==> src/rtl/mips_pkg.sv <==
// rtl/mips_pkg.sv - shared register-file constants and address type
package mips_pkg;

    localparam int DEF_WIDTH = 32;
    localparam int DEF_NREGS = 32;
    localparam int DEF_NRD   = 2;
    localparam int DEF_AW    = $clog2(DEF_NREGS);

    typedef logic [DEF_AW-1:0] reg_addr_t;

endpackage

==> src/rtl/load_scoreboard.sv <==
// rtl/load_scoreboard.sv - per-register pending bits with an incrementally kept pending count
module load_scoreboard
    import mips_pkg::*;
#(
    parameter int NREGS = DEF_NREGS,
    parameter int AW    = $clog2(NREGS)
) (
    input  logic             clk,
    input  logic             reset,
    input  logic             set_en,
    input  logic [AW-1:0]    set_addr,
    input  logic             clr_en,
    input  logic [AW-1:0]    clr_addr,
    output logic [NREGS-1:0] pending,
    output logic [AW:0]      pend_cnt
);

    logic [NREGS-1:0] set_vec;
    logic [NREGS-1:0] clr_vec;
    logic [NREGS-1:0] pending_nxt;
    logic             inc;
    logic             dec;

    // Decode set/clear into one-hot vectors; a set wins over a clear on the same bit,
    // and the count only moves on real 0->1 / 1->0 transitions.
    always_comb begin
        set_vec = '0;
        clr_vec = '0;
        for (int j = 1; j < NREGS; j++) begin
            set_vec[j] = set_en && (set_addr == AW'(j));
            clr_vec[j] = clr_en && (clr_addr == AW'(j));
        end
        pending_nxt    = set_vec | (pending & ~clr_vec);
        pending_nxt[0] = 1'b0;
        inc            = |(set_vec & ~pending);
        dec            = |(clr_vec & pending & ~set_vec);
    end

    // Pending bits and count advance together so the count always equals the popcount.
    always_ff @(posedge clk) begin
        if (!reset) begin
            pending  <= '0;
            pend_cnt <= '0;
        end else begin
            pending  <= pending_nxt;
            pend_cnt <= pend_cnt + (AW+1)'(inc) - (AW+1)'(dec);
        end
    end

endmodule

==> src/rtl/regfile_sb.sv <==
// rtl/regfile_sb.sv - register file with combinational reads and load scoreboard; optional REGFILE_BYPASS_EN write forwarding
module regfile_sb
    import mips_pkg::*;
#(
    parameter int WIDTH = DEF_WIDTH,
    parameter int NREGS = DEF_NREGS,
    parameter int NRD   = DEF_NRD,
    localparam int AW   = $clog2(NREGS)
) (
    input  logic               clk,
    input  logic               reset,
    input  logic [NRD*AW-1:0]  ra,
    output logic [NRD*WIDTH-1:0] rd,
    output logic [NRD-1:0]     rd_busy,
    input  logic               we,
    input  logic [AW-1:0]      wa,
    input  logic [WIDTH-1:0]   wd,
    input  logic               iss_valid,
    input  logic [AW-1:0]      iss_addr,
    output logic [AW:0]        pend_cnt
);

    logic [WIDTH-1:0] mem [NREGS];
    logic [NREGS-1:0] pending;
    logic             wr_ok;
    logic             iss_ok;

    // Register 0 and out-of-range addresses are never written nor marked pending.
    always_comb begin
        wr_ok  = reset && we && (wa != '0) && (32'(wa) < 32'(NREGS));
        iss_ok = reset && iss_valid && (iss_addr != '0) && (32'(iss_addr) < 32'(NREGS));
    end

    // Storage array: reset clears every entry, otherwise one qualifying write per edge.
    always_ff @(posedge clk) begin
        if (!reset) begin
            for (int j = 0; j < NREGS; j++) begin
                mem[j] <= '0;
            end
        end else if (wr_ok) begin
            mem[wa] <= wd;
        end
    end

    load_scoreboard #(
        .NREGS (NREGS),
        .AW    (AW)
    ) u_sb (
        .clk      (clk),
        .reset    (reset),
        .set_en   (iss_ok),
        .set_addr (iss_addr),
        .clr_en   (wr_ok),
        .clr_addr (wa),
        .pending  (pending),
        .pend_cnt (pend_cnt)
    );

    // Read muxes: address 0 and out-of-range addresses read as zero and never busy.
    always_comb begin
        rd      = '0;
        rd_busy = '0;
        for (int i = 0; i < NRD; i++) begin
            logic [AW-1:0] a;
            logic          in_rng;
            a      = ra[i*AW +: AW];
            in_rng = (a != '0) && (32'(a) < 32'(NREGS));
            if (in_rng) begin
                rd[i*WIDTH +: WIDTH] = mem[a];
                rd_busy[i]           = pending[a];
            end
`ifdef REGFILE_BYPASS_EN
            if (wr_ok && (wa == a)) begin
                rd[i*WIDTH +: WIDTH] = wd;
                rd_busy[i]           = iss_ok && (iss_addr == a);
            end
`endif
        end
    end

endmodule

==> config.mk <==
export PLATFORM = sky130hd
export DESIGN_NAME = regfile_sb
export DESIGN_NICKNAME = d
export VERILOG_FILES = /design/src/rtl/mips_pkg.sv /design/src/rtl/load_scoreboard.sv /design/src/rtl/regfile_sb.sv
export SDC_FILE = /design/constraint.sdc
export NUM_CORES = 2
export LEC_CHECK = 0
export CAP_MARGIN = 25
export CELL_PAD_IN_SITES_DETAIL_PLACEMENT = 0
export CELL_PAD_IN_SITES_GLOBAL_PLACEMENT = 1
export CORE_ASPECT_RATIO = 1.5
export CORE_UTILIZATION = 50
export DETAILED_ROUTE_END_ITERATION = 7
export GPL_ROUTABILITY_DRIVEN = 0
export GPL_TIMING_DRIVEN = 1
export PLACE_DENSITY = 0.75
export SLEW_MARGIN = 10
export SYNTH_ARGS = -nofsm -noshare
export SYNTH_HDL_FRONTEND = slang
export SYNTH_SLANG_ARGS = --single-unit
==> constraint.sdc <==
create_clock -name clk -period 5.5 [get_ports clk]
set_input_delay 0.55 -clock clk [delete_from_list [all_inputs] [get_ports clk]]
set_output_delay 0.55 -clock clk [all_outputs]
set_load 0.1 [all_outputs]
==> flow_metrics.env <==
export IMPL_status="complete, but fails checks"
export IMPL_violations="DRC"
export IMPL_drt_initial_drc_count=4957
export IMPL_cts_resized=0
export IMPL_numCtsBuffers=104
export IMPL_cp_num_buf_inv=2
export IMPL_yosys_cell_types_count=63
export IMPL_grt_busiest_layer="met2"
export IMPL_clock_latency_ns=0.72
export IMPL_async_flop_share_pct=0
export IMPL_whs_ns=0.376
export IMPL_skew_ns=0.00796
export IMPL_wl_um=194000
export IMPL_wl_per_cell_um=37.4
export IMPL_drc_errors=2
export IMPL_die_h_um=416
export IMPL_worstSetupStartpoint="iss_addr[1]"
export IMPL_nets=3687
export IMPL_rr_worst_depth=14
export IMPL_cts_tree="built"
export IMPL_worstMarginPinSlew_ns=1.19
export IMPL_arrival_ns=4.81
export IMPL_antenna_left=0
export IMPL_slowest_stage="clkdlybuf4s50_1"
export IMPL_final_cell_mix="1,024 x edfxtp_1, 740 x and3_1, 659 x mux4_2"
export IMPL_rsz0062_at_grt="no"
export IMPL_fillCellCount=8655
export IMPL_dr_total_vias=37149
export IMPL_worst_path_stages=16
export IMPL_synth_edff_count=1024
export IMPL_critPathLaunchType="input port"
export IMPL_rows=151
export IMPL_hpwl_um=110000
export IMPL_grt_max_degree=164
export IMPL_slew_headroom_pct=20.7
export IMPL_setup_tns_final_ns=0
export IMPL_grtUsageMet1_pct=42.2
export IMPL_final_cells=5177
export IMPL_die_area_um2=116000
export IMPL_holdPathStages=2
export IMPL_grt_first_pass_wirelength_um=275000
export IMPL_cp_top_family="simple AND/OR/NAND/NOR gates"
export IMPL_placed_cells=4966
export IMPL_endpoint_kind="register"
export IMPL_final_area_um2=63400
export IMPL_track_usage_pct=33.8
export IMPL_max_cap_violations=0
export IMPL_setup_viol=0
export IMPL_syn_instance_count=3714
export IMPL_hold_class="in2reg"
export IMPL_critPathMaxStageDelay_ns=0.77
export IMPL_cts_root_buf="clkbuf_16"
export IMPL_gr_usage_met3_pct=8.08
export IMPL_clock_sinks=1061
export IMPL_grt_pass1_vias=38186
export IMPL_dr_pass1_iters=8
export IMPL_fmax_ghz=0.235
export IMPL_place_area_um2=59800
export IMPL_synthFlopType="edfxtp_1"
export IMPL_setup_ws_ns=1.25
export IMPL_syn_area_per_cell_um2=15.4
export IMPL_reg2reg_from="u_sb.pending[13]"
export IMPL_crit_type="in2reg"
export IMPL_clk_pin_slew_worst_paths_ns=0.06
export IMPL_vias_per_cell=7.18
export IMPL_period_share_pct=77.2
export IMPL_pre_cts_ws_ns=0.618
export IMPL_yosys_register_bits=1061
export IMPL_start_util_pct=50.5
export IMPL_postCtsSetupRepairBufs=0
export IMPL_dieWidth_um=278
export IMPL_ctsHoldBuffers=0
export IMPL_cp_cell_sequence="clkdlybuf4s50_1 -> nand2b_1 -> nor2_1 -> nand3_1 -> a41oi_1 -> nand4_1 -> or4_1 -> ha_1 -> inv_1 -> ha_1 -> fa_1 -> a21oi_1 -> nor2_1 -> nor2_1 -> xor2_1 -> nor2_1"
export IMPL_drive_gt1_share_pct=29.3
export IMPL_core_um2=113000
export IMPL_portBuffers=127
export IMPL_io_pin_count=128
export IMPL_hold_viol_final=0
export IMPL_h_tree_depth=3
export IMPL_yosysSeqAreaShare_pct=55.1
export IMPL_syn_to_final_growth_pct=10.9
export IMPL_grt_overflow_total=0
export IMPL_hp_start="reset"
export IMPL_finalMaxSlewViolations=0
export IMPL_yosys_warnings=0
export IMPL_final_common_cell="edfxtp_1"
export IMPL_finalCriticalPeriod_ns=4.25
export IMPL_cts_buffer_depth=3
export IMPL_max_vdd_ir_drop_uv=346
export IMPL_grtUsageMet2_pct=54.8
export IMPL_grt_antenna_before_repair=19
export IMPL_synth_area_um2=57200
export IMPL_powerDensity_nw_per_um2=320
export IMPL_leakage_nw=23.8
export IMPL_required_ns=6.06
export IMPL_cpMostUsedCell="nor2_1"
export IMPL_crit_fanout=13
## cell usage after synthesis (25+ instances only)
library cell / n / share of area [%]
and3_1: 741 / 8.1
buf_2: 69 / 0.60
buf_1: 29 / 0.19
nand2_1: 135 / 0.89
clkbuf_1: 376 / 2.5
dfxtp_1: 37 / 1.3
o21ai_0: 25 / 0.22
mux4_2: 659 / 26
nand3_1: 26 / 0.23
o21ai_1: 66 / 0.58
edfxtp_1: 1024 / 54
and2_1: 260 / 2.8
inv_1: 89 / 0.58
## layer usage
metal / wire length [um] / vias to the layer above
li1: - / 14653
met2: 95200 / 2558
met5: 57 / -
met1: 66700 / 19360
met3: 21200 / 568
met4: 10400 / 10
## final timing paths
path                 endpoint  slack [ns]
min reg2reg  u_sb.pending[16]        0.59
min          u_sb.pending[27]        0.38
max reg2reg  u_sb.pend_cnt[4]        1.93
max          u_sb.pend_cnt[4]        1.25
## final cells by class
class	instances	area, um^2	area share, %
clock inverters	66	732	1.15
well taps	1453	1820	2.87
repair buffers	249	2380	3.76
clock buffers	127	2730	4.31
multi-input cells	2119	23900	37.7
diodes	13	32.5	0.0513
flip-flops and latches	1061	31500	49.7
inverters	89	334	0.527
## flip-flops by register name, indices dropped and copies added, names as in the netlist
| name | flops |
|---|---|
| u_sb.pend_cnt | 6 |
| mem | 1024 |
| u_sb.pending | 31 |
## metrics by stage
step           power (mW)  utilization (%)
2_1_floorplan        11.9                -
3_3_place_gp         12.9             52.8
3_5_place_dp         13.0             52.9
4_1_cts              20.3             55.9
5_1_grt              20.8             56.0
6_report             20.3             56.0
## logic make-up (layout without fill, tap and decap cells)
kind of cell	after synthesis	after routing	share of synthesized area [%]
AO/OA/AOI/OAI	164	164	1.81
XOR/XNOR	5	5	0.0766
adder cells (fa/ha/maj)	7	7	0.166
buffers and inverters	565	531	3.88
flip-flops	1061	1061	55.1
multiplexers	664	664	26.0
other	1	45	0.00656
AND/OR/NAND/NOR	1247	1247	12.9
## where the power goes
group | switching (mW) | internal [mW] | total (mW)
combinational | 2.15 | 1.19 | 3.34
sequential | 0.226 | 9.30 | 9.53
clock | 3.23 | 4.21 | 7.44
total | 5.61 | 14.7 | 20.3
Power figures use the tool's default switching activity.
